$ cat src/rtl/dram_tile_loader.sv
// dram_tile_loader: fetches one feature-map tile from DRAM as narrow beats,
// packs BPW beats (first beat in the LSBs) into one WORD_W word and presents
// it to the SRAM top with a valid/ready handshake. Pulses start to launch
// the SRAM controller at tile begin and tile_done after the last word.
//
// Optional feature macro: LOADER_PARITY_EN enables even-parity checking of
// each accepted beat with a sticky par_err flag. When it is undefined,
// dram_par is ignored and par_err is tied low.
//
// Ports:
//   clk, rst_n               clock, synchronous active-low reset
//   tile_go                  request one tile load (honoured only in IDLE)
//   dram_valid/dram_ready    beat handshake, dram_data payload, dram_par parity
//   word_valid/word_ready    word handshake, word_data packed payload
//   start                    one-cycle pulse at tile begin
//   busy                     high in every state except IDLE
//   tile_done                one-cycle pulse after the last word is accepted
//   par_err                  sticky parity error flag
//
// Assumes WORD_W is an integer multiple of BEAT_W with BPW >= 2.
module dram_tile_loader #(
  parameter int unsigned CH_OUT         = 32,
  parameter int unsigned BEAT_W         = 64,
  parameter int unsigned WORDS_PER_TILE = 36
) (
  input  logic                   clk,
  input  logic                   rst_n,
  input  logic                   tile_go,
  input  logic                   dram_valid,
  input  logic [BEAT_W-1:0]      dram_data,
  input  logic                   dram_par,
  output logic                   dram_ready,
  output logic                   word_valid,
  output logic [CH_OUT*8-1:0]    word_data,
  input  logic                   word_ready,
  output logic                   start,
  output logic                   busy,
  output logic                   tile_done,
  output logic                   par_err
);

  localparam int unsigned WORD_W = CH_OUT * 8;
  localparam int unsigned BPW    = WORD_W / BEAT_W;
  localparam int unsigned BC_W   = (BPW > 1) ? $clog2(BPW) : 1;
  localparam int unsigned WC_W   = $clog2(WORDS_PER_TILE + 1);
  localparam int unsigned PBUF_W = (BPW - 1) * BEAT_W;

  localparam logic [BC_W-1:0] LAST_BEAT = BC_W'(BPW - 1);
  localparam logic [WC_W-1:0] WORDS_MAX = WC_W'(WORDS_PER_TILE);

  typedef enum logic [1:0] {IDLE, START, FILL, DONE} state_t;

  state_t              state;
  state_t              next_state;
  logic [BC_W-1:0]     beat_cnt;
  logic [WC_W-1:0]     word_cnt;
  logic [WC_W-1:0]     words_issued;
  logic [PBUF_W-1:0]   pack_buf;
  logic [WORD_W-1:0]   word_next;
  logic                beat_xfer;
  logic                word_xfer;
  logic                word_complete;

  // The final beat bypasses the buffer and lands directly in the top slot.
  assign word_next     = {dram_data, pack_buf};
  assign beat_xfer     = dram_valid & dram_ready;
  assign word_xfer     = word_valid & word_ready;
  assign word_complete = beat_xfer & (beat_cnt == LAST_BEAT);

  // Refuse the completing beat while a stalled word still occupies the output.
  always_comb begin
    dram_ready = (state == FILL) && (words_issued < WORDS_MAX) &&
                 !((beat_cnt == LAST_BEAT) && word_valid && !word_ready);
  end

  // State register.
  always_ff @(posedge clk) begin
    if (!rst_n) state <= IDLE;
    else        state <= next_state;
  end

  // Next-state logic.
  always_comb begin
    next_state = state;
    case (state)
      IDLE:    if (tile_go) next_state = START;
      START:   next_state = FILL;
      FILL:    if ((word_cnt == WORDS_MAX) && !word_valid) next_state = DONE;
      DONE:    next_state = IDLE;
      default: next_state = IDLE;
    endcase
  end

  // Registered status outputs, decoded from the upcoming state.
  always_ff @(posedge clk) begin
    if (!rst_n) begin
      start     <= 1'b0;
      busy      <= 1'b0;
      tile_done <= 1'b0;
    end else begin
      start     <= (next_state == START);
      busy      <= (next_state != IDLE);
      tile_done <= (next_state == DONE);
    end
  end

  // Beat packing, output word register and tile counters.
  always_ff @(posedge clk) begin
    if (!rst_n) begin
      beat_cnt     <= '0;
      word_cnt     <= '0;
      words_issued <= '0;
      pack_buf     <= '0;
      word_valid   <= 1'b0;
      word_data    <= '0;
    end else if (state == START) begin
      beat_cnt     <= '0;
      word_cnt     <= '0;
      words_issued <= '0;
      word_valid   <= 1'b0;
    end else begin
      if (beat_xfer) begin
        if (beat_cnt == LAST_BEAT) begin
          beat_cnt     <= '0;
          words_issued <= words_issued + 1'b1;
        end else begin
          beat_cnt <= beat_cnt + 1'b1;
        end
        for (int unsigned k = 0; k < BPW - 1; k++) begin
          if (beat_cnt == BC_W'(k)) pack_buf[k*BEAT_W +: BEAT_W] <= dram_data;
        end
      end
      // A completing word takes priority so back-to-back words need no bubble.
      if (word_complete) begin
        word_data  <= word_next;
        word_valid <= 1'b1;
      end else if (word_xfer) begin
        word_valid <= 1'b0;
      end
      if (word_xfer) word_cnt <= word_cnt + 1'b1;
    end
  end

`ifdef LOADER_PARITY_EN
  // Sticky even-parity error; cleared when the next tile starts.
  always_ff @(posedge clk) begin
    if (!rst_n)                                   par_err <= 1'b0;
    else if (next_state == START)                 par_err <= 1'b0;
    else if (beat_xfer && ^{dram_data, dram_par}) par_err <= 1'b1;
  end
`else
  logic unused_par;
  assign unused_par = dram_par;
  assign par_err    = 1'b0;
`endif

endmodule

$ cat config.mk
export PLATFORM = sky130hd
export DESIGN_NAME = dram_tile_loader
export DESIGN_NICKNAME = d
export VERILOG_FILES = /design/src/rtl/dram_tile_loader.sv
export SDC_FILE = /design/constraint.sdc
export NUM_CORES = 1
export LEC_CHECK = 0
export BUFFER_PORTS_ARGS = -buffer_cell sky130_fd_sc_hd__buf_2
export CORE_ASPECT_RATIO = 0.6
export CORE_MARGIN = 3
export CORE_UTILIZATION = 39
export CTS_CLUSTER_DIAMETER = 120
export DETAILED_ROUTE_END_ITERATION = 10
export PLACE_DENSITY_LB_ADDON = 0.1
export SETUP_SLACK_MARGIN = 0.3
export SLEW_MARGIN = 20
export SYNTH_ARGS = -nofsm -noshare
export SYNTH_HDL_FRONTEND = slang
export SYNTH_SLANG_ARGS = --single-unit
$ cat constraint.sdc
create_clock -name clk -period 2 [get_ports clk]
set_clock_uncertainty 0.05 [all_clocks]
set_input_delay 0.2 -clock clk [delete_from_list [all_inputs] [get_ports clk]]
set_output_delay 0.2 -clock clk [all_outputs]
set_load 0.02 [all_outputs]
==> results of run 1 <==
==> logic make-up after synthesis <==
family / Yosys count / synth area share (%)
compound gates: 15 / 0.585
xor+xnor: 2 / 0.102
fa+ha+maj: 10 / 0.731
buf+inv: 117 / 4.09
flops: 468 / 54.7
mux: 454 / 26.6
other cells: 1 / 0.0219
simple gates: 569 / 13.2
==> report_power, final <==
group / internal (uW) / switching [uW]
logic: 827 / 934
registers: 9510 / 67.8
clock network: 5210 / 3650
total: 15500 / 4650
==> cell type report <==
| cell class | instances | share of cell area, % |
|---|---|---|
| sequential | 468 | 41.2 |
| multi-input combinational | 1051 | 31.5 |
| timing repair buffer | 480 | 17.1 |
| clock buffer | 69 | 6.14 |
| tap | 570 | 3.13 |
| clock inverter | 12 | 0.682 |
| inverter | 6 | 0.0990 |
| antenna | 3 | 0.0330 |
==> final timing paths <==
path / end / from / cells after the start / slack (ns)
max: pack_buf[72] / state[1] / 10 / -0.03
min: word_data[228] / dram_data[36] / 3 / 0.02
max reg2reg: pack_buf[72] / state[1] / 10 / -0.03
min reg2reg: word_data[109] / word_data[109] / 2 / 0.41
==> routing by layer <==
| layer | track usage [%] | vias to the layer above | part of all wire [%] |
|---|---|---|---|
| met5 | 0 | - | 0 |
| li1 | - | 6296 | - |
| met4 | 5.11 | 0 | 2.0 |
| met1 | 29.4 | 6198 | 49 |
| met3 | 4.30 | 72 | 4.4 |
| met2 | 32.7 | 200 | 45 |
==> cell usage in the layout (no fill, tap or decap), types with 4 or more instances in the layout <==
master,instances
a21oi_1,4
buf_8,7
dlygate4sd3_1,27
dfxtp_2,4
nand2b_1,7
clkinv_2,5
buf_4,34
clkbuf_16,50
dfxtp_1,462
buf_16,21
ha_1,6
buf_12,32
buf_2,327
buf_6,28
nor4b_1,4
mux2i_1,451
nand2_1,526
clkbuf_1,7
clkbuf_8,16
==> worst min-delay path, delay by kind of cell <==
kind | cells | cell delay (ns)
mux | 1 | 0.15
simple gates | 1 | 0.13
buf+inv | 1 | 0.08
==> through the flow <==
stage | hold WS (ns) | TNS [ns]
6_report | 0.0174 | -0.185
5_1_grt | 0.00896 | -3.83
4_1_cts | 0.00267 | 0
3_5_place_dp | 0.399 | -1.37
3_3_place_gp | 0.392 | -3.45
2_1_floorplan | 0.313 | 0
==> sequential cells by signal (all words and copies together) (netlist names) <==
register and count:
beat_cnt 2, start 1, state 2, word_data 256, busy 1, word_valid 1, pack_buf 192, word_cnt 6
words_issued 6, tile_done 1
==> timing repair <==
item | in CTS | in global routing
hold buffers | 27 | 0
gates resized for setup | 78 | 19
endpoints found under the setup margin | 451 | 458
buffers inserted | 31 | 7
hold endpoints to repair | 86 | 0
cloned | 17 | 4
pin swaps | 4 | 1
==> run_results.csv, run 1 <==
group,metric,value,unit
clocking,cts_tree,"yes",
placement,place_area,19600,um2
logic_synthesis,synth_cell_type_count,37,
placement,hpwl,32800,um
clocking,root_buffer,"clkbuf_16",
detailed_routing,wl_per_cell,18.9,um
pwr,p_leak,0.0109,uW
min_path,hold_class,"input port to register",
logic_synthesis,synth-edff-count,0,
logic_synthesis,synth_top_flop_cell,"dfxtp_1",
logic_synthesis,ys_seq_elements,468,
floorplan,die-area,46500,um2
logic_synthesis,yosysMostFrequentCell,"nand2_1",
sta,drv_slew,0,
clocking,cts.reportedPaths.clkPinSlew,0.06,ns
worst_setup_path,worstPathArrival,2.46,ns
final_layout,nNetsFinal,2132,
final_layout,multi_input_area,7180,um2
global_route,gr-total-overflow,0,
detailed_routing,avgViaCountPerCell,4.80,
floorplan,die_h,168,um
clocking,htreeDepth,2,
detailed_routing,dr_total_vias,12800,
logic_synthesis,synthArstFlopShare,0,%
floorplan,core-area,42600,um2
detailed_routing,dr.pass1.iters,4,
final_layout,n_fill_cell,3853,
final_layout,drive_above_1_share,26.6,%
sta,fin_crit,2.03,ns
logic_synthesis,postSynthAreaPerCell,10.5,um2
placement,port-buffer-count,329,
placement,place_inst,2489,
sta,final.period_utilization,102,%
worst_setup_path,path_common_cell,"buf_6",
worst_setup_path,crit_path_cell_trace,"inv_2 -> ha_4 -> buf_6 -> nand2b_4 -> nor4_4 -> buf_6 -> buf_6 -> buf_12 -> buf_16 -> mux2i_1",
sta,setup_viol,12,
pwr,total_power,20200,uW
logic_synthesis,synth_nets,1716,
detailed_routing,drc,0,
final_layout,fin_cells,2659,
detailed_routing,wl,50200,um
worst_setup_path,max_stage_delay,0.37,ns
worst_setup_path,slowest_stage,"nor4_4",
logic_synthesis,yosysWarnings,0,
final_layout,final_area,22800,um2
outcome,outcome,"finished with violations",
logic_synthesis,yosysSeqAreaShare,54.7,%
global_route,grtUsageTotal,20.8,%
outcome,violations,"negative setup slack",
worst_setup_path,path_delay_family,"buffers and inverters",
logic_synthesis,netlist.area_leader.share,54.7,%
clocking,cts_buffers,45,
logic_synthesis,yosys.area.top_type,"dfxtp_1",
worst_setup_path,path_buf_inv,6,
placement,dp_worst_setup_slack,-0.0402,ns
clocking,clockBufferDepth,3,
worst_setup_path,cp-end-kind,"register",
logic_synthesis,synth_common_cells,"nand2_1, dfxtp_1, mux2i_1",
detailed_routing,final_antenna_net_count,0,
detailed_routing,drt_iter0_markers,714,
sta,finalWorstSetupSlack,-0.0309,ns
clocking,clkSinkCount,468,
pwr,powerDensity,888,nW/um2
floorplan,start_util,40.2,%
floorplan,ioPinCount,332,
final_layout,syn_to_final_growth,33.0,%
logic_synthesis,synthTopCellsByArea,"dfxtp_1, mux2i_1, nand2_1, buf_6, clkbuf_1",
worst_setup_path,critPathLaunchType,"register",
sta,rsz0062_at_grt,"true",
floorplan,num_rows,58,
global_route,antenna_found_initial,3,
global_route,grt_pass1_wl,76400,um
placement,gp_congestion,0.777,
final_layout,seq_area,9380,um2
sta,hold_violations,0,
worst_setup_path,worstPathRequired,2.43,ns
logic_synthesis,syn_area,17100,um2
job,drv_cap,0,
sta,fmax,492,MHz
floorplan,die_w,276,um
worst_setup_path,crit_fanout,7,
worst_setup_path,critPathKind,"register to register",
global_route,grt_pass1_vias,12700,
pwr,max-vdd-ir-drop,0.574,mV
global_route,grt_max_degree,111,
final_layout,final_util,53.4,%
clocking,clk_latency,0.55,ns
logic_synthesis,synthCells,1636,
(Power assumes the default switching activity.)
==> inputs of run 2 (changes only) <==
ABC_AREA = 1   (was unset)
CTS_CLUSTER_DIAMETER = 40   (was 120)
==> run_results.csv, run 2 <==
group,metric,value,unit
clocking,cts_tree,"yes",
global_route,grt_max_degree,85,
min_path,worst_hold_startpoint,"dram_data[16]",
worst_setup_path,reg2reg_slack,0.03,ns
final_layout,n_fill_cell,4683,
worst_setup_path,worstPathRequired,2.47,ns
global_route,grt_pass1_wl,93300,um
sta,final.period_utilization,98.5,%
worst_setup_path,worstPathArrival,2.44,ns
logic_synthesis,synthCells,2833,
final_layout,layout.cells.most_common_list,"nor2_1, dfxtp_1, nand2_1",
min_path,hold_depth,5,
logic_synthesis,yosysWarnings,0,
pwr,p_leak,0.0115,uW
sta,fin_crit,1.97,ns
clocking,cts_buffers,52,
worst_setup_path,max_stage_delay,0.35,ns
logic_synthesis,synth_top_flop_cell,"dfxtp_1",
logic_synthesis,yosysMostFrequentCell,"nor2_1",
final_layout,regMostFlops,"word_data",
logic_synthesis,ys_seq_elements,468,
job,drv_cap,0,
sta,drv_slew,0,
sta,hold_violations,0,
min_path,hold-path-endpoint,"pack_buf[80]",
min_path,hold_class,"input port to register",
floorplan,die-area,52800,um2
detailed_routing,wl,65200,um
floorplan,num_rows,62,
clocking,cts.reportedPaths.clkPinSlew,0.07,ns
clocking,root_buffer,"clkbuf_16",
final_layout,nNetsFinal,3310,
clocking,clk_latency,0.58,ns
placement,hpwl,36700,um
pwr,switching_share,25.6,%
floorplan,die_h,179,um
placement,dp_worst_setup_slack,-0.00787,ns
worst_setup_path,critPathLaunchType,"register",
logic_synthesis,synth-edff-count,0,
floorplan,ioPinCount,332,
detailed_routing,wl_per_cell,16.7,um
final_layout,drive_above_1_share,19.5,%
sta,setup_tns,0,ns
worst_setup_path,reg2regPathDepth,11,
logic_synthesis,yosys.area.top_type,"dfxtp_1",
logic_synthesis,synthTopCellsByArea,"dfxtp_1, nor2_1, nand3_1, nand2_1, inv_1",
pwr,p_seq_share,43.6,%
sta,setup_viol,0,
logic_synthesis,yosysSeqAreaShare,48.0,%
floorplan,start_util,40.1,%
logic_synthesis,synth_cell_type_count,23,
pwr,internal_power,16300,uW
global_route,grtUsageTotal,21.8,%
global_route,grt_pass1_vias,17400,
detailed_routing,dr_total_vias,18900,
logic_synthesis,synth_nets,2913,
pwr,p_clk_share,47.1,%
worst_setup_path,cp-end-kind,"register",
sta,fmax,508,MHz
detailed_routing,final_antenna_net_count,0,
final_layout,final_common_cell,"nor2_1",
pwr,power_switching,5600,uW
worst_setup_path,slowest_stage,"dfxtp_4",
detailed_routing,drc,0,
pwr,powerDensity,837,nW/um2
detailed_routing,drt_iter0_markers,1407,
global_route,antenna_found_initial,1,
floorplan,core-area,48600,um2
worst_setup_path,reg2reg_from,"beat_cnt[1]",
logic_synthesis,postSynthAreaPerCell,6.88,um2
final_layout,syn_to_final_growth,33.9,%
sta,finalWorstSetupSlack,0.0298,ns
sta,rsz0062_at_grt,"true",
detailed_routing,dr.pass1.iters,5,
logic_synthesis,netlist.area_leader.share,48.0,%
detailed_routing,avgViaCountPerCell,4.83,
logic_synthesis,synthArstFlopShare,0,%
worst_setup_path,crit_path_cell_trace,"ha_4 -> nand2_4 -> nor2_4 -> nor2_4 -> nand3_4 -> buf_6 -> nor3_4 -> buf_12 -> clkbuf_16 -> nor2_1 -> nor2_1",
clocking,htreeDepth,2,
global_route,gr-total-overflow,0,
worst_setup_path,r2r-end,"pack_buf[21]",
pwr,max-vdd-ir-drop,0.692,mV
pwr,p_comb_share,9.3,%
final_layout,largest_registers,"word_data: 256 flops, pack_buf: 192 flops",
worst_setup_path,crit_fanout,16,
clocking,clockBufferDepth,3,
floorplan,die_w,295,um
logic_synthesis,synth_common_cells,"nor2_1, nand2_1, dfxtp_1",
final_layout,largest_reg_flops,256,
worst_setup_path,critPathKind,"register to register",
clocking,clkSinkCount,468,
placement,gp_congestion,0.764,
outcome,outcome,"finished, final reports clean",
logic_synthesis,syn_area,19500,um2
placement,port-buffer-count,329,
[run 2: layout make-up]
type	count	area [um2]	share of cell area, %
Tap cell	640	801	3.07
Clock inverter	30	387	1.48
Inverter	284	1070	4.11
Clock buffer	65	1450	5.56
Sequential cell	468	9380	35.9
Multi-Input combinational cell	1883	8110	31.0
Timing Repair Buffer	541	4920	18.8
Antenna cell	1	2.50	0.00958
[run 2: critical path: cells and delay by family, from the launching register on]
family	cells	cell delay, ns
buffers and inverters	3	0.56
DFF	1	0.35
adders and majority gates	1	0.17
and+or+nand+nor	7	0.76
[run 2: power groups by stage]
stage	sequential (uW)	combinational, uW	clock [uW]
2_1_floorplan	9740	1130	0
3_3_place_gp	9740	1760	0
3_5_place_dp	9740	1780	0
4_1_cts	9530	1920	10500
5_1_grt	9540	2230	10900
6_report	9540	2030	10300
[run 2: per-stage QoR]
stage	hold slack, ns	utilization, %	instances	instance area, um2	power [uW]
5_1_grt	0.0439	53.7	3912	26100	22700
3_3_place_gp	0.406	44.9	3678	21900	11500
6_report	0.0286	53.7	3912	26100	21900
2_1_floorplan	0.313	-	2833	19500	10900
4_1_cts	0.00177	51.5	3866	25100	22000
3_5_place_dp	0.415	44.9	3678	21900	11500
[run 2: layer usage]
layer | share of wire, % | GRT usage, % | up-vias
met4 | 2.2 | 5.94 | 0
met5 | 0 | 0 | -
met2 | 44 | 36.1 | 548
met1 | 48 | 29.6 | 8822
met3 | 5.7 | 3.55 | 92
li1 | - | - | 9427
[run 2: worst max path at each step]
stage                startpoint              to  depth (start not counted)
floorplan              state[1]  word_data[169]                          9
global placement    beat_cnt[0]   pack_buf[185]                         11
detailed placement     state[0]  word_data[249]                          9
CTS                 beat_cnt[1]    pack_buf[23]                         10
global route        beat_cnt[0]  word_data[102]                         12
finish              beat_cnt[1]    pack_buf[21]                         11
[run 2: repair_timing]
item | 4_1_cts | 5_1_grt
pin swaps | 6 | 43
hold buffers | 64 | 0
gates cloned | 12 | 25
setup buffers | 17 | 20
setup endpoints to repair | 449 | 462
resized for setup | 43 | 60
endpoints found under the hold margin | 245 | 0
[run 2: cell families (layout without fill, tap and decap cells)]
group                    after synthesis  count (layout)  share of synthesized area [%]
AO/OA/AOI/OAI                         19              19                          0.500
XOR/XNOR                               1               1                         0.0449
flip-flops                           468             468                           48.0
buffers and inverters                482             920                           11.8
AND/OR/NAND/NOR                     1852            1852                           38.9
other                                  1               2                         0.0192
adder cells (fa/ha/maj)               10              10                          0.642
==> inputs of run 3 (changes only) <==
ABC_AREA = unset   (was 1)
CTS_BUF_LIST = sky130_fd_sc_hd__clkbuf_4   (was unset)
PLACE_DENSITY_LB_ADDON = unset   (was 0.1)
==> run_results.csv, run 3 (synthesis gave the netlist of run 1 again) <==
group,metric,value,unit
sta,setup_viol,267,
global_route,grtUsageMet2,33.2,%
worst_setup_path,reg2regPathDepth,8,
final_layout,final_util,56.6,%
clocking,root_buffer,"clkbuf_4",
sta,rsz0062_at_grt,"true",
sta,final.period_utilization,111,%
worst_setup_path,reg2reg_from,"words_issued[4]",
placement,hpwl,32000,um
sta,fin_crit,2.23,ns
final_layout,final_common_cell,"nand2_1",
global_route,antenna_found_initial,2,
worst_setup_path,worstPathArrival,2.84,ns
global_route,grtUsageMet1,29.6,%
detailed_routing,dr_total_vias,13600,
global_route,gr-total-overflow,0,
worst_setup_path,critPathKind,"register to register",
clocking,htreeDepth,3,
sta,drv_slew,0,
floorplan,core-area,42600,um2
detailed_routing,wl,51800,um
worst_setup_path,slowest_stage,"or4b_4",
global_route,grt_pass1_wl,79500,um
final_layout,layout.cells.most_common_list,"nand2_1, mux2i_1, dfxtp_1",
final_layout,syn_to_final_growth,41.0,%
detailed_routing,final_antenna_net_count,0,
sta,hold_violations,0,
placement,port-buffer-count,329,
placement,place_inst,2503,
global_route,grtUsageTotal,21.7,%
clocking,cts_tree,"yes",
pwr,total_power,18800,uW
min_path,hold_depth,4,
floorplan,ioPinCount,332,
final_layout,largest_reg_flops,256,
clocking,clkSinkCount,468,
floorplan,die_h,168,um
detailed_routing,drc,0,
detailed_routing,drt_iter0_markers,875,
detailed_routing,wl_per_cell,18.3,um
global_route,use_met3,5.45,%
worst_setup_path,critPathLaunchType,"register",
clocking,cts_buffers,110,
min_path,hold-path-endpoint,"state[0]",
worst_setup_path,cp-end-kind,"register",
global_route,busiest_layer,"met2",
detailed_routing,dr.pass1.iters,5,
clocking,clockBufferDepth,3,
final_layout,drive_above_1_share,32.0,%
sta,finalWorstSetupSlack,-0.227,ns
clocking,clk_latency,0.81,ns
min_path,hold_class,"input port to register",
final_layout,largest_registers,"word_data: 256 flops, pack_buf: 192 flops",
final_layout,nNetsFinal,2281,
pwr,p_leak,0.0116,uW
floorplan,die-area,46500,um2
worst_setup_path,reg2reg_slack,-0.23,ns
job,drv_cap,0,
worst_setup_path,crit_path_cell_trace,"o31a_1 -> buf_4 -> or4b_4 -> buf_12 -> buf_16 -> buf_12 -> buf_16 -> mux2i_1",
outcome,violations,"negative setup slack",
floorplan,start_util,40.2,%
floorplan,num_rows,58,
final_layout,regMostFlops,"word_data",
worst_setup_path,crit_start,"words_issued[4]",
floorplan,die_w,276,um
outcome,outcome,"finished with violations",
pwr,max-vdd-ir-drop,0.548,mV
clocking,cts.reportedPaths.clkPinSlew,0.07,ns
worst_setup_path,r2r-end,"word_data[138]",
sta,holdWs,0.192,ns
worst_setup_path,worstPathRequired,2.62,ns
detailed_routing,avgViaCountPerCell,4.81,
worst_setup_path,max_stage_delay,0.55,ns
pwr,powerDensity,778,nW/um2
placement,gp_congestion,0.796,
worst_setup_path,crit_fanout,6,
min_path,worst_hold_startpoint,"tile_go",
final_layout,fin_cells,2836,
global_route,grt_pass1_vias,13900,
final_layout,n_fill_cell,3619,
global_route,grt_max_degree,83,
sta,fmax,449,MHz
sta,setup_tns,-29.06,ns
==> run 3: critical path: cells and delay by family (launching register included) <==
family          cells  cell delay [ns]
flops               1             0.32
buf+inv             5             0.74
compound gates      1             0.34
mux                 1             0.11
simple gates        1             0.55
==> run 3: layer usage <==
metal  vias to the layer above  routed length (um)
li1                       6656                   -
met1                      6548               24900
met2                       335               22800
met3                       108                2670
met4                         2                1420
met5                         -                  17
==> run 3: layout make-up <==
cell class                 instances  area [um2]  area share [%]
clock buffer                     156        1170            4.85
multi-input combinational       1051        7250            30.0
tap                              570         713            2.96
sequential                       468        9420            39.0
antenna                            2        5.00          0.0207
clock inverter                    19         136           0.565
inverter                           6        22.5          0.0933
timing repair buffer             564        5420            22.4
==> run 3: worst max path at each step <==
stage | endpoint | slack [ns] | cells after the start
2_1_floorplan | word_data[169] | 0.16 | 6
3_3_place_gp | pack_buf[19] | 0.008 | 6
3_5_place_dp | pack_buf[73] | -0.02 | 6
4_1_cts | dram_ready | -0.25 | 4
5_1_grt | word_data[142] | -0.31 | 8
6_report | word_data[138] | -0.23 | 8
==> run 3: timing repair <==
action / 4_1_cts / 5_1_grt
endpoints found under the hold margin: 399 / 0
pin swaps: 8 / 10
gates resized for setup: 156 / 103
hold buffers: 69 / 0
buffers inserted: 37 / 11
cloned: 36 / 3
endpoints found under the setup margin: 477 / 502
==> run 3: metrics by stage <==
stage / area, um2 / setup slack (ns)
6_report: 24100 / -0.227
3_3_place_gp: 19800 / 0.00828
5_1_grt: 24100 / -0.310
4_1_cts: 23600 / -0.248
2_1_floorplan: 17300 / 0.164
3_5_place_dp: 19800 / -0.0245
==> run 3: power breakdown <==
part	internal, uW	switching, uW	leakage (uW)
clock network	3710	3780	0.000785
registers	9510	66.5	0.00379
logic	788	932	0.00701
